--- config.mk ---
export PLATFORM = sky130hd
export DESIGN_NAME = wshb_arbiter
export DESIGN_NICKNAME = d
export VERILOG_FILES = /design/src/rtl/wshb_pkg.sv /design/src/rtl/arb_next_gnt.sv /design/src/rtl/wshb_arbiter.sv
export SDC_FILE = /design/constraint.sdc
export NUM_CORES = 1
export LEC_CHECK = 0
export BUFFER_PORTS_ARGS = -buffer_cell sky130_fd_sc_hd__buf_2
export CORE_AREA = 8 8 117 119
export CTS_CLUSTER_DIAMETER = 100
export DETAILED_ROUTE_END_ITERATION = 10
export DIE_AREA = 0 0 125 127
export HOLD_SLACK_MARGIN = 0.05
export PLACE_DENSITY = 0.48
export SLEW_MARGIN = 20
export SYNTH_ARGS = -nofsm -noshare
export SYNTH_HDL_FRONTEND = slang
export SYNTH_SLANG_ARGS = --single-unit
--- constraint.sdc ---
create_clock -name clk -period 3.9 [get_ports clk]
set_input_delay 0.78 -clock clk [delete_from_list [all_inputs] [get_ports clk]]
set_output_delay 0.78 -clock clk [all_outputs]
set_load 0.005 [all_outputs]
--- src/rtl/wshb_pkg.sv ---
`default_nettype none
// ============================================================================
// Module      : wshb_pkg
// Description : Shared types and constants for the Wishbone bus arbiter.
// Revision    : 1.0 - initial release
// ============================================================================
package wshb_pkg;

    localparam int DEFAULT_ADDR_W = 32;
    localparam int DEFAULT_DATA_W = 32;

    typedef enum logic [1:0] {
        IDLE = 2'd0,
        GNT0 = 2'd1,
        GNT1 = 2'd2
    } arb_state_t;

    // One-hot grant vector {m1, m0} for a given arbiter state.
    function automatic logic [1:0] gnt_vec(input arb_state_t st);
        return {st == GNT1, st == GNT0};
    endfunction

endpackage
`default_nettype wire

--- src/rtl/arb_next_gnt.sv ---
`default_nettype none
// ============================================================================
// Module      : arb_next_gnt
// Description : Next-grant decision for the two-master Wishbone arbiter.
// Revision    : 1.0 - initial release
// ============================================================================
module arb_next_gnt
    import wshb_pkg::*;
#(
    parameter int M0_PRIORITY = 1
) (
    input  arb_state_t state,
    input  logic       m0_cyc,
    input  logic       m1_cyc,
    input  logic       last_gnt,
    output arb_state_t next_state,
    output logic       next_last_gnt
);

    always_comb begin
        next_state    = state;
        next_last_gnt = last_gnt;
        case (state)
            IDLE: begin
                // On contention, round-robin favours whoever was not served last.
                if (m0_cyc && m1_cyc)
                    next_state = ((M0_PRIORITY != 0) || last_gnt) ? GNT0 : GNT1;
                else if (m0_cyc)
                    next_state = GNT0;
                else if (m1_cyc)
                    next_state = GNT1;
                else
                    next_state = IDLE;
            end
            GNT0: begin
                if (!m0_cyc) begin
                    next_last_gnt = 1'b0;
                    next_state    = m1_cyc ? GNT1 : IDLE;
                end
            end
            GNT1: begin
                if (!m1_cyc) begin
                    next_last_gnt = 1'b1;
                    next_state    = m0_cyc ? GNT0 : IDLE;
                end
            end
            default: next_state = IDLE;
        endcase
    end

endmodule
`default_nettype wire

--- src/rtl/wshb_arbiter.sv ---
`default_nettype none
// ============================================================================
// Module      : wshb_arbiter
// Description : Two-master / one-slave Wishbone classic arbiter, whole-cycle grants.
// Revision    : 1.0 - initial release
// ============================================================================
module wshb_arbiter
    import wshb_pkg::*;
#(
    parameter int ADDR_W      = DEFAULT_ADDR_W,
    parameter int DATA_W      = DEFAULT_DATA_W,
    parameter int M0_PRIORITY = 1
) (
    input  logic                clk,
    input  logic                rst,
    input  logic                m0_cyc,
    input  logic                m0_stb,
    input  logic                m0_we,
    input  logic [ADDR_W-1:0]   m0_adr,
    input  logic [DATA_W-1:0]   m0_dat_ms,
    input  logic [DATA_W/8-1:0] m0_sel,
    output logic                m0_ack,
    output logic [DATA_W-1:0]   m0_dat_sm,
    input  logic                m1_cyc,
    input  logic                m1_stb,
    input  logic                m1_we,
    input  logic [ADDR_W-1:0]   m1_adr,
    input  logic [DATA_W-1:0]   m1_dat_ms,
    input  logic [DATA_W/8-1:0] m1_sel,
    output logic                m1_ack,
    output logic [DATA_W-1:0]   m1_dat_sm,
    output logic                s_cyc,
    output logic                s_stb,
    output logic                s_we,
    output logic [ADDR_W-1:0]   s_adr,
    output logic [DATA_W-1:0]   s_dat_ms,
    output logic [DATA_W/8-1:0] s_sel,
    input  logic                s_ack,
    input  logic [DATA_W-1:0]   s_dat_sm,
    output logic [1:0]          gnt
);

    arb_state_t r_state;
    arb_state_t w_next_state;
    logic       r_last_gnt;
    logic       w_next_last_gnt;
    logic [1:0] r_gnt;

    arb_next_gnt #(
        .M0_PRIORITY (M0_PRIORITY)
    ) u_next_gnt (
        .state         (r_state),
        .m0_cyc        (m0_cyc),
        .m1_cyc        (m1_cyc),
        .last_gnt      (r_last_gnt),
        .next_state    (w_next_state),
        .next_last_gnt (w_next_last_gnt)
    );

    always_ff @(posedge clk) begin
        if (rst) begin
            r_state    <= IDLE;
            r_last_gnt <= 1'b1;
            r_gnt      <= 2'b00;
        end else begin
            r_state    <= w_next_state;
            r_last_gnt <= w_next_last_gnt;
            r_gnt      <= gnt_vec(w_next_state);
        end
    end

    assign gnt = r_gnt;

    // Pass-through is combinational, so an owner dropping cyc is seen by the slave at once.
    always_comb begin
        s_cyc     = 1'b0;
        s_stb     = 1'b0;
        s_we      = 1'b0;
        s_adr     = '0;
        s_dat_ms  = '0;
        s_sel     = '0;
        m0_ack    = 1'b0;
        m0_dat_sm = '0;
        m1_ack    = 1'b0;
        m1_dat_sm = '0;
        case (r_state)
            GNT0: begin
                s_cyc     = m0_cyc;
                s_stb     = m0_stb;
                s_we      = m0_we;
                s_adr     = m0_adr;
                s_dat_ms  = m0_dat_ms;
                s_sel     = m0_sel;
                m0_ack    = s_ack;
                m0_dat_sm = s_dat_sm;
            end
            GNT1: begin
                s_cyc     = m1_cyc;
                s_stb     = m1_stb;
                s_we      = m1_we;
                s_adr     = m1_adr;
                s_dat_ms  = m1_dat_ms;
                s_sel     = m1_sel;
                m1_ack    = s_ack;
                m1_dat_sm = s_dat_sm;
            end
            default: ;
        endcase
    end

endmodule
`default_nettype wire

Word-level counts from Yosys, hierarchy flattened. Cells that the tools add are included. Widths: inputs -> output; s select.

Word-level logic and storage cells: 25. Flip-flop bits (word level): 4. Bits of input ports: 177. Output and inout bits: 139.

Multiplexer cells: 17. Eq/ne operators: 4. Reduce and logical (&&, ||, !) cells: 2.

Operators by type and width (number): $pmux 32 s2 (2); $mux 32 (2); $mux 2 (5); $pmux 4 s2 (1); $pmux 1 s2 (3); $pmux 2 s3 (1); $eq 2x1->1 const B (2); $eq 2x2->1 const B (2); $mux 1 (3); $logic_not 2->1 (1); $logic_and 1x1->1 (1).

Logic depth before layout (Yosys ltp).
Depth after elaboration: 5. Mapped depth: 7. Gate-level depth less buffers: 5.

Cells and area by module. A second synthesis with hierarchy kept.

Cell total of the unflattened synthesis: 271. Area, all modules: 1717.9 µm².

By module, submodules not included: wshb_arbiter (seq. area each 100.1 µm², area an instance 1571.5 µm², cells each 252, instances 1); arb_next_gnt (seq. area each 0.0 µm², area an instance 146.4 µm², cells each 19, instances 1).

Worst setup path after synthesis. OpenSTA, ideal clock, no wires.

Path kind: reg2out. From: reg r_state[0]. To: out s_adr[0]. Data required time: 3120 ps. Cell stages (with the launch flop): 8. Data arrival time: 1269 ps. Path slack: 1851 ps. Cell sequence: dfxtp_1 inv_1 ha_1 buf_2 buf_2 buf_4 a22oi_1 nor2b_1.

Longest elaborated chain between the ends: 2.

RTL lines: start, declared (RTL line wshb_arbiter.sv:43) `arb_state_t r_state;`; start signal, assigned (RTL line wshb_arbiter.sv:66) `r_state <= w_next_state;`; $eq 2x2->1 / $eq 2x1->1 (equally long branches); $pmux 32 s2 (*) (RTL line wshb_arbiter.sv:86) `case (r_state)`; end, declared (RTL line wshb_arbiter.sv:35) `output logic [ADDR_W-1:0] s_adr,`.

Mark *: on every way between the ends. The rest lies on a longest branch, timed or not.

Worst setup path after layout.
From: reg r_state[1]. To: out s_dat_ms[29].

Longest elaborated chain between the ends: 2.

RTL lines: $eq 2x2->1 / $eq 2x1->1 (equally long branches); $pmux 32 s2 (*) (RTL line wshb_arbiter.sv:86); end, declared (RTL line wshb_arbiter.sv:36) `output logic [DATA_W-1:0] s_dat_ms,`.

Marks and branches as above.

==> flow_metrics.env <==
export IMPL_outcome="complete, no violations"
export IMPL_crit_fanout=58
export IMPL_vias_per_cell=4.30
export IMPL_grt_pass1_wl_mm=17.0
export IMPL_post_dp_hpwl_mm=9.65
export IMPL_core_rowCount=40
export IMPL_synth_commonest_cells="72 x nor2b_1, 70 x a22oi_1, 67 x and2_1, 14 x buf_2, 11 x clkbuf_1"
export IMPL_cts_max_path_buffers=2
export IMPL_p_total_uw=557
export IMPL_syn_area_per_cell_um2=6.82
export IMPL_post_route_drc_count=0
export IMPL_die_x_um=125
export IMPL_place_congestion=0.833
export IMPL_arrival_ns=1.81
export IMPL_drt_initial_drc_count=140
export IMPL_fin_tns_setup_ns=0
export IMPL_period_share_pct=66.4
export IMPL_p_clk_share_pct=28.6
export IMPL_path_class="flip-flop to output port"
export IMPL_vdd_drop_max_mv=0.0906
export IMPL_cp_cell_sequence="inv_1, ha_2, buf_4, a22oi_1, nor2b_1, buf_2"
export IMPL_seqPwrFrac_pct=8.4
export IMPL_start_kind="flip-flop"
export IMPL_cts_root_buffer="clkbuf_16"
export IMPL_finish_instance_area_um2=3520
export IMPL_cts_tree="built"
export IMPL_setup_viol=0
export IMPL_syn_to_final_growth_pct=95.6
export IMPL_ios=316
export IMPL_max_freq_mhz=386
export IMPL_hold_viol=0
export IMPL_nets=740
export IMPL_synth_warnings=0
export IMPL_grt_pass1_vias=3117
export IMPL_track_usage_pct=12.7
export IMPL_max_slew_worst_pin_slew_ns=0.558
export IMPL_power_switching_uw=195
export IMPL_reg2reg_slack_ns=2.14
export IMPL_hp_class="flip-flop to flip-flop"
export IMPL_ys_seq_area_share_pct=4.44
export IMPL_cp_startpoint="r_state[1]"
export IMPL_synth_most_common_cell="nor2b_1"
export IMPL_vias=3030
export IMPL_ant_nets=0
export IMPL_grt_max_degree=59
export IMPL_clk_latency_ns=0.22
export IMPL_drtPass1Iterations=5
export IMPL_syn_cell_area_um2=1800
export IMPL_grt_setup_unrepaired="no"
export IMPL_cpMaxStageDelayCell="buf_4"
export IMPL_p_comb_share_pct=63.0
export IMPL_endpoint="s_dat_ms[29]"
export IMPL_synth_top_area_share_pct=29.2
export IMPL_dp_cells=701
export IMPL_synthArstFlopShare_pct=0
export IMPL_synthesis_nets=445
export IMPL_layout_min_cycle_time_ns=2.59
export IMPL_relSlewSlack_pct=62.8
export IMPL_numCtsBuffers=3
export IMPL_die_area_um2=15900
export IMPL_synthFlopType="dfxtp_1"
export IMPL_r2r_start="r_state[0]"
export IMPL_post_route_util_pct=29.8
export IMPL_hold_buffers=0
export IMPL_critPathCaptureType="output port"
export IMPL_power_density_nw_per_um2=158
export IMPL_ff2ff_path_depth=6
export IMPL_cts_max_level=1
export IMPL_ys_ff_latch=4
export IMPL_leakagePower_nw=1.99
export IMPL_drive_gt1_share_pct=58.9
export IMPL_dieHeight_um=127
export IMPL_io_buffers=315
export IMPL_placed_area_um2=3450
export IMPL_antenna_cells=0
export IMPL_overflow=0
export IMPL_synthCells=264
export IMPL_slowest_delay_ns=0.44
export IMPL_wirelength_mm=11.2
export IMPL_clock_sinks=4
export IMPL_cp_required_ns=3.12
export IMPL_synth_edf_count=0
export IMPL_wl_per_cell_um=15.9
export IMPL_synthTopCellsByArea="a22oi_1 29%, nor2b_1 25%, and2_1 23%, dfxtp_1 4.4%, buf_2 3.9%"
export IMPL_drv_slew=0
export IMPL_core_area_um2=11800
export IMPL_cap_violations=0
export IMPL_synth_area_leader_cell="a22oi_1"
export IMPL_fin_skew_ns=0.00164
export IMPL_post_cts_resized=0
export IMPL_swShare_pct=35.1
export IMPL_post_cts_buffers=0
export IMPL_yosysUniqueCellTypes=22
export IMPL_fill_cells=1323
export IMPL_start_util_pct=15.3
export IMPL_antenna_found_initial=1
export IMPL_final_cells=704
export IMPL_path_clk_slew_ns=0.03
export IMPL_r2r_end="gnt[1]"
export IMPL_power_internal_uw=361
critical path, delay by kind of cell, from the launching register on:
kind	cells	cell delay, ns
compound gates	1	0.19
simple gates	1	0.16
flops	1	0.34
buf+inv	3	0.66
fa+ha+maj	1	0.17
sequential cells by signal (all words and copies together) (netlist names):
signal,flops
gnt,2
r_state,2
power groups by stage:
stage	clock network, mW	logic, mW	registers [mW]
2_1_floorplan	0	0.181	0.0468
3_3_place_gp	0	0.349	0.0469
3_5_place_dp	0	0.354	0.0473
4_1_cts	0.161	0.355	0.0467
5_1_grt	0.164	0.389	0.0472
6_report	0.159	0.351	0.0467
layer usage:
layer	track usage (%)	vias up	share of wire, %
met2	24.5	135	54
li1	-	1501	-
met1	14.1	1390	39
met5	0	-	0
met4	0.716	0	0.30
met3	3.58	4	7.1
logic make-up (layout without fill, tap and decap cells):
group                    count (synthesis)  in the layout  synth area share (%)
AND/OR/NAND/NOR                        145            145                  49.7
AO/OA/AOI/OAI                           77             77                  33.0
buffers and inverters                   33            326                  9.51
adder cells (fa/ha/maj)                  4              4                  2.78
flip-flops                               4              4                  4.44
multiplexers                             1              1                 0.556
how the worst min path moves through the flow:
stage,start,end,depth (start not counted)
6_report,r_state[0],gnt[0],2
5_1_grt,r_state[0],r_state[0],2
2_1_floorplan,r_state[0],r_state[0],2
3_5_place_dp,r_state[0],r_state[0],2
3_3_place_gp,r_state[0],gnt[0],2
4_1_cts,r_state[0],gnt[0],2
through the flow:
| step | hold WS [ns] | setup slack, ns |
|---|---|---|
| 2_1_floorplan | 0.523 | 1.85 |
| 3_3_place_gp | 0.604 | 1.60 |
| 3_5_place_dp | 0.592 | 1.57 |
| 4_1_cts | 0.593 | 1.33 |
| 5_1_grt | 0.602 | 1.17 |
| 6_report | 0.590 | 1.31 |
area by class of cell:
cell class / instances / area [um2] / area share, %
sequential: 4 / 80.1 / 2.27
tap: 147 / 184 / 5.22
timing repair buffer: 321 / 1620 / 46.0
clock buffer: 3 / 75.1 / 2.13
inverter: 2 / 7.51 / 0.213
multi-input combinational: 227 / 1560 / 44.1
layout by cell type (no fill, tap or decap), types with 2 or more instances in the layout:
| cell type | count |
|---|---|
| and2_1 | 67 |
| dfxtp_1 | 4 |
| ha_1 | 2 |
| clkbuf_16 | 3 |
| nand2_1 | 3 |
| ha_2 | 2 |
| inv_1 | 2 |
| nor2b_1 | 72 |
| buf_4 | 6 |
| buf_2 | 315 |
| a22oi_1 | 70 |
(Power assumes the default switching activity.)
